[config.mk]
export PLATFORM = sky130hd
export DESIGN_NAME = contador_scan_ctrl
export DESIGN_NICKNAME = d
export VERILOG_FILES = /design/src/rtl/contador_scan_ctrl.sv
export SDC_FILE = /design/constraint.sdc
export NUM_CORES = 1
export LEC_CHECK = 0
export CORE_MARGIN = 2
export CORE_UTILIZATION = 44
export DETAILED_ROUTE_END_ITERATION = 10
export GPL_ROUTABILITY_DRIVEN = 1
export PLACE_DENSITY = 0.74
export SETUP_SLACK_MARGIN = 0.15
export SLEW_MARGIN = 20
export SYNTH_ARGS = -nofsm -noshare
export SYNTH_HDL_FRONTEND = slang
export SYNTH_SLANG_ARGS = --single-unit
[constraint.sdc]
create_clock -name clk -period 1.6 [get_ports clk]
set_input_delay 0.32 -clock clk [delete_from_list [all_inputs] [get_ports clk]]
set_output_delay 0.32 -clock clk [all_outputs]
set_load 0.02 [all_outputs]
[src/rtl/contador_scan_ctrl.sv]
// contador_scan_ctrl: walks the per-FIFO push counters of the transaction
// layer one index at a time. For each index it issues a one-cycle request,
// waits for the counter block to answer, streams the returned count out, and
// adds it to a running total. If an answer does not arrive in time, the scan
// is cut short and a sticky error flag is raised. Every output is registered.
module contador_scan_ctrl #(
  parameter int NUM_CNT = 5,
  parameter int TIMEOUT = 4
) (
  input  logic       clk,
  input  logic       reset_L,
  input  logic       start,
  input  logic       idle,
  input  logic [4:0] ctr_data,
  input  logic       ctr_valid,
  output logic       ctr_req,
  output logic [2:0] ctr_idx,
  output logic [4:0] data_out,
  output logic [2:0] idx_out,
  output logic       data_valid,
  output logic [7:0] total,
  output logic       done,
  output logic       error,
  output logic       busy
);

  localparam int TO_W = $clog2(TIMEOUT + 1);

  typedef enum logic [1:0] {IDLE, REQ, WAIT, DONE} state_t;

  state_t            state, state_nxt;
  logic [2:0]        index, index_nxt;
  logic [TO_W-1:0]   to_cnt;
  logic              scan_start;
  logic              capture;
  logic              timeout_hit;

  // Next-state decode plus the single-cycle events that drive the datapath
  always_comb begin
    state_nxt   = state;
    index_nxt   = index;
    scan_start  = 1'b0;
    capture     = 1'b0;
    timeout_hit = 1'b0;
    case (state)
      IDLE: begin
        if (start && idle) begin
          scan_start = 1'b1;
          index_nxt  = 3'd0;
          state_nxt  = REQ;
        end
      end
      REQ: begin
        state_nxt = WAIT;
      end
      WAIT: begin
        if (ctr_valid) begin
          capture = 1'b1;
          if (index == 3'(NUM_CNT - 1)) begin
            state_nxt = DONE;
          end else begin
            index_nxt = 3'(index + 3'd1);
            state_nxt = REQ;
          end
        end else if (to_cnt == TO_W'(TIMEOUT - 1)) begin
          // This silent cycle is the TIMEOUT-th one: abandon remaining indices
          timeout_hit = 1'b1;
          state_nxt   = DONE;
        end
      end
      DONE: begin
        state_nxt = IDLE;
      end
      default: begin
        state_nxt = IDLE;
      end
    endcase
  end

  // State register
  always_ff @(posedge clk) begin
    if (!reset_L) begin
      state <= IDLE;
    end else begin
      state <= state_nxt;
    end
  end

  // Scan index and timeout counter; the timeout count restarts on every request
  always_ff @(posedge clk) begin
    if (!reset_L) begin
      index  <= 3'd0;
      to_cnt <= '0;
    end else begin
      index <= index_nxt;
      if (state == REQ) begin
        to_cnt <= '0;
      end else if (state == WAIT && !ctr_valid) begin
        to_cnt <= to_cnt + TO_W'(1);
      end
    end
  end

  // Registered outputs, decoded from the next state so they line up with it
  always_ff @(posedge clk) begin
    if (!reset_L) begin
      ctr_req    <= 1'b0;
      ctr_idx    <= 3'd0;
      data_out   <= 5'd0;
      idx_out    <= 3'd0;
      data_valid <= 1'b0;
      total      <= 8'd0;
      done       <= 1'b0;
      error      <= 1'b0;
      busy       <= 1'b0;
    end else begin
      ctr_req    <= (state_nxt == REQ);
      done       <= (state_nxt == DONE);
      busy       <= (state_nxt != IDLE);
      data_valid <= capture;
      // ctr_idx only moves when a new request goes out, otherwise it holds
      if (state_nxt == REQ) begin
        ctr_idx <= index_nxt;
      end
      if (capture) begin
        data_out <= ctr_data;
        idx_out  <= index;
      end
      if (scan_start) begin
        total <= 8'd0;
      end else if (capture) begin
        total <= total + {3'b000, ctr_data};
      end
      if (scan_start) begin
        error <= 1'b0;
      end else if (timeout_hit) begin
        error <= 1'b1;
      end
    end
  end

endmodule

# After elaboration in Yosys (flattened, before gate mapping)
# Index checks and enable logic that the tools add are counted.
[op_classes]
add_sub_neg = 3
n_mul = 0
div_mod_pow = 0
magnitude_cmp = 0
eq_ne = 7
shift = 0
muxes = 16
n_bitwise = 1
reduce_logical = 7
[ops]
columns = ["cell", "n"]
rows = [
  ["3-bit two-way mux", 3],
  ["8-bit by 5-bit adder with 8-bit output", 1],
  ["2-bit two-way mux", 4],
  ["2-bit case mux with 4 select lines", 1],
  ["1-bit two-way mux", 7],
  ["3-bit by 1-bit adder with 3-bit output, second input constant", 2],
  ["2-bit equality test, second input constant", 3],
  ["3-bit case mux with 2 select lines", 1],
  ["2-bit by 1-bit equality test with 1-bit output, second input constant", 2],
  ["2-bit OR reduction", 2],
  ["3-bit by 2-bit equality test with 1-bit output, second input constant", 1],
  ["3-bit equality test, second input constant", 1],
  ["1-bit logical AND", 2],
  ["2-bit logical NOT", 1],
  ["2-bit nonzero test", 1],
  ["1-bit logical NOT", 1],
  ["1-bit inverter", 1],
]
[word_totals]
ff_bits = 32
latch_bits = 0
ramBits = 0
romBits = 0
wordCells = 46
mem_count = 0

# Longest topological paths before layout
[logic_depth]
word_depth = 5
ltp_mapped = 8
depth_no_buf = 8

# Worst setup path before layout
# No wires, ideal clock.
[synth_timing]
path_type = "register to register"
from = "reg total[0]"
to = "reg total[6]"
setup_time_ns = 0.114
arrival_time_ns = 1.669
setup_slack_ns = -0.184
stages_incl_launch_ff = 9
path_buffers = 0
period_less_slack_ns = 1.784
path_cell_list = "dfxtp_1 -> ha_1 -> inv_1 -> fa_1 -> nand2b_1 -> a21oi_1 -> o211ai_1 -> xor2_1 -> nor2_1"
[synth_between]
elab_chain_cells = 1
[synth_lines]
columns = ["element", "line_no", "rtl"]
rows = [
  ["start: declaration", "21", "output logic [7:0] total,"],
  ["start signal: assignment", "132", "total <= total + {3'b000, ctr_data};"],
  ["8-bit by 5-bit adder with 8-bit output", "132", ""],
]
# Every way passes these cells.
# A chain may end at the register's enable or synchronous reset.

# Worst setup path after layout
[layout_timing]
from = "reg total[1]"
to = "reg total[7]"
# The elaborated chain is that of the path after synthesis.

==> results by group <==
CTS
  – CTS H-tree lvls: 2
  – Root Buffer: clkbuf_4
  – Worst-Skew Late Latency: 0.35 ns
  – CTS Buf Count: 5
  – Hold Buf Count CTS: 0
  – CTS max path bufs: 2
  – CTS Sinks: 32
  – Worst-path clk slew: 0.11 ns
  – CTS tree: yes

Die
  – Starting density of the core: 0.4552
  – Die area: 3938 sq um
  – IO Pins: 34
  – Chip Height: 62.76 um
  – Core ar.: 3337 sq um
  – Chip width: 62.76 um
  – Site row count: 21

Synthesis
  – Yosys warns: 0
  – Simple-Gate Fraction of Synth Area: 0.2133
  – Netlist cell types: 39
  – Syn avg cell area: 8.533 sq um
  – Compound-cell area share of the yosys netlist: 0.1853
  – Post-synthesis adder-cell area fraction: 0.08731
  – Mapped Area: 1519 sq um
  – Post-synthesis net count: 198
  – Sequential fraction of the synthesis area: 0.4217
  – Largest family of logic cells by synthesized area: simple AND/OR/NAND/NOR gates
  – Post-synthesis xor/xnor area fraction: 0.01730
  – Gate Count Post-Synth: 178
  – Mux share of post-synthesis cell area: 0.007414
  – Synth Register Bits: 32

Timing
  – Setup TNS Final: 0 ns
  – Slew Limit Fails: 0
  – Worst Skew: 0.02419 ns
  – Slew HR: 0.7906
  – Setup repair after global routing missed its margin: yes
  – Final Critical Period: 1.587 ns
  – Worst setup margin: 0.01292 ns
  – Setup violators final: 0
  – Tightest Pin Transition: 0.3128 ns
  – Final Hold Vio Count: 0
  – FMAX: 630.1 MHz
  – Final period utilization: 0.9919

Place
  – I/O Buffers: 33
  – DP HPWL: 2719 um
  – Gpl congestion: 0.8656
  – Dpl ws: -0.5084 ns

Layout
  – Most frequent cells in the layout: buf_4, nand2_1, dfxtp_1
  – Share of cells above drive strength 1: 0.3251
  – Layout Nets: 262
  – Antenna Cells: 0
  – Commonest non-fill, non-tap cell in the layout: buf_4
  – Area grow syn2layout: 48.68%

Critical path
  – CP required: 1.83 ns
  – CP arrival: 1.82 ns
  – Worst setup SP type: flip-flop
  – R2r worst-path depth: 6
  – Crit Path Class: flip-flop to flip-flop
  – Worst setup EP type: flip-flop
  – Crit path max fanout: 4

Detailed routing
  – Starting DRC count in detailed routing: 65
  – Via/cell ratio: 5.031
  – # DRC: 0
  – Routed len/inst: 13.27 um
  – Pre-antenna DRT Iters: 4
  – Final WL: 3834 um
  – Antenna-violating nets left: 0
  – DR vias: 1454

Global route
  – Vias in the first global route: 1484
  – Total grt overflow: 0
  – GRT Resource Usage Total: 0.2047
  – Initial antenna violation count: 0
  – First-pass GRT wire length: 6272 um
  – Maximum number of pins on one net before global-route repair: 12

Min path
  – Hold path depth: 3
  – Worst Hold Class: primary input to flip-flop

Run status
  – Outcome: complete, no violations

Flow run
  – MaxCap Viol Count: 0

Pwr
  – Leakage Power: 1.020 nW
  – Peak VDD IR: 0.0004824 V
  – Pwr/cell area: 667.3 nW/um^2
[power breakdown]
part	leakage [nW]	internal (mW)	total (mW)	switching, mW
sequential	0.263	0.811	0.824	0.0124
clock	0.0293	0.171	0.446	0.275
combinational	0.728	0.118	0.237	0.119
[kinds of logic (layout without fill, tap and decap cells)]
| logic type | Yosys count | count (layout) |
|---|---|---|
| AO/OA/AOI/OAI | 42 | 42 |
| XOR/XNOR | 3 | 3 |
| adder cells (fa/ha/maj) | 10 | 10 |
| buffers and inverters | 19 | 84 |
| flip-flops | 32 | 32 |
| multiplexers | 1 | 1 |
| AND/OR/NAND/NOR | 71 | 71 |
[registers in the layout (all words and copies together) (netlist names)]
register and cells:
ctr_req 1, total 8, data_out 5, ctr_idx 3, state 2, done 1, busy 1, error 1
data_valid 1, index 3, idx_out 3, to_cnt 3
[synth_stat cells (all sizes together)]
library cell  number  share of area
a211o              1         0.0058
a211oi             2         0.0099
a21boi             8          0.040
a21oi             10          0.035
a22o               1         0.0058
a22oi              1         0.0049
a311oi             1         0.0099
a31oi              1         0.0041
and2               6          0.025
and3               1         0.0041
buf                6          0.034
clkbuf             3         0.0074
dfxtp             32           0.42
fa                 1          0.013
ha                 9          0.074
inv               10          0.026
mux2               1         0.0074
nand2             32          0.079
nand2b             4          0.016
nand3              2         0.0066
nand3b             1          0.013
nor2              20          0.049
nor2b              1         0.0041
nor3               2         0.0066
nor3b              1         0.0049
o211ai             2         0.0099
o21ai             10          0.035
o22ai              2         0.0082
o311a              1         0.0066
o31ai              2         0.0099
or3                1         0.0041
xor2               3          0.017
[layout make-up]
class	instances	area (sq um)
Fill cell	299	1079
Multi-Input combinational cell	127	903.4
Sequential cell	32	654.4
Timing Repair Buffer	66	553.0
Tap cell	46	57.56
Clock buffer	7	45.04
Inverter	10	40.04
Clock inverter	1	5.005
[layer usage]
metal | wire length [um] | GRT usage | vias up | share of wire
met5 | 0 | 0 | - | 0
met4 | 102 | 0.1056 | 0 | 0.027
met3 | 200 | 0.06847 | 10 | 0.052
met2 | 1964 | 0.3642 | 36 | 0.51
met1 | 1566 | 0.2129 | 681 | 0.41
li1 | - | - | 727 | -
[path summary, 6_finish.rpt]
check	from	end	slack, ns
setup / recovery	total[1]	total[7]	0.01
hold / removal	ctr_data[0]	data_out[0]	0.39
setup reg to reg	total[1]	total[7]	0.01
hold reg to reg	data_out[4]	data_out[4]	0.45
[timing repair]
action	in CTS	in global routing
cloned	0	0
resized for setup	36	21
pin swaps	6	9
setup buffers	3	3
setup endpoints to repair	31	12
[critical path, stage by stage (launching register included)]
cell,delay [ns]
dfxtp_4,0.38
ha_4,0.22
a211oi_4,0.27
nor3b_2,0.11
o31ai_2,0.26
xor2_1,0.18
nor2_1,0.05
[metrics by stage]
step | cells | hold WS (ns) | power, mW | area [sq um] | utilization
after detailed placement | 275 | 0.4445 | 1.068 | 2110 | 0.6322
final | 289 | 0.3911 | 1.507 | 2258 | 0.6768
after global routing | 289 | 0.3974 | 1.570 | 2258 | 0.6768
after CTS | 286 | 0.3854 | 1.502 | 2173 | 0.6513
after global placement | 275 | 0.4374 | 1.062 | 2110 | 0.6322
after floorplan | 178 | 0.4549 | 0.9570 | 1582 | -
No activity file was read; power rests on OpenSTA's default activity.
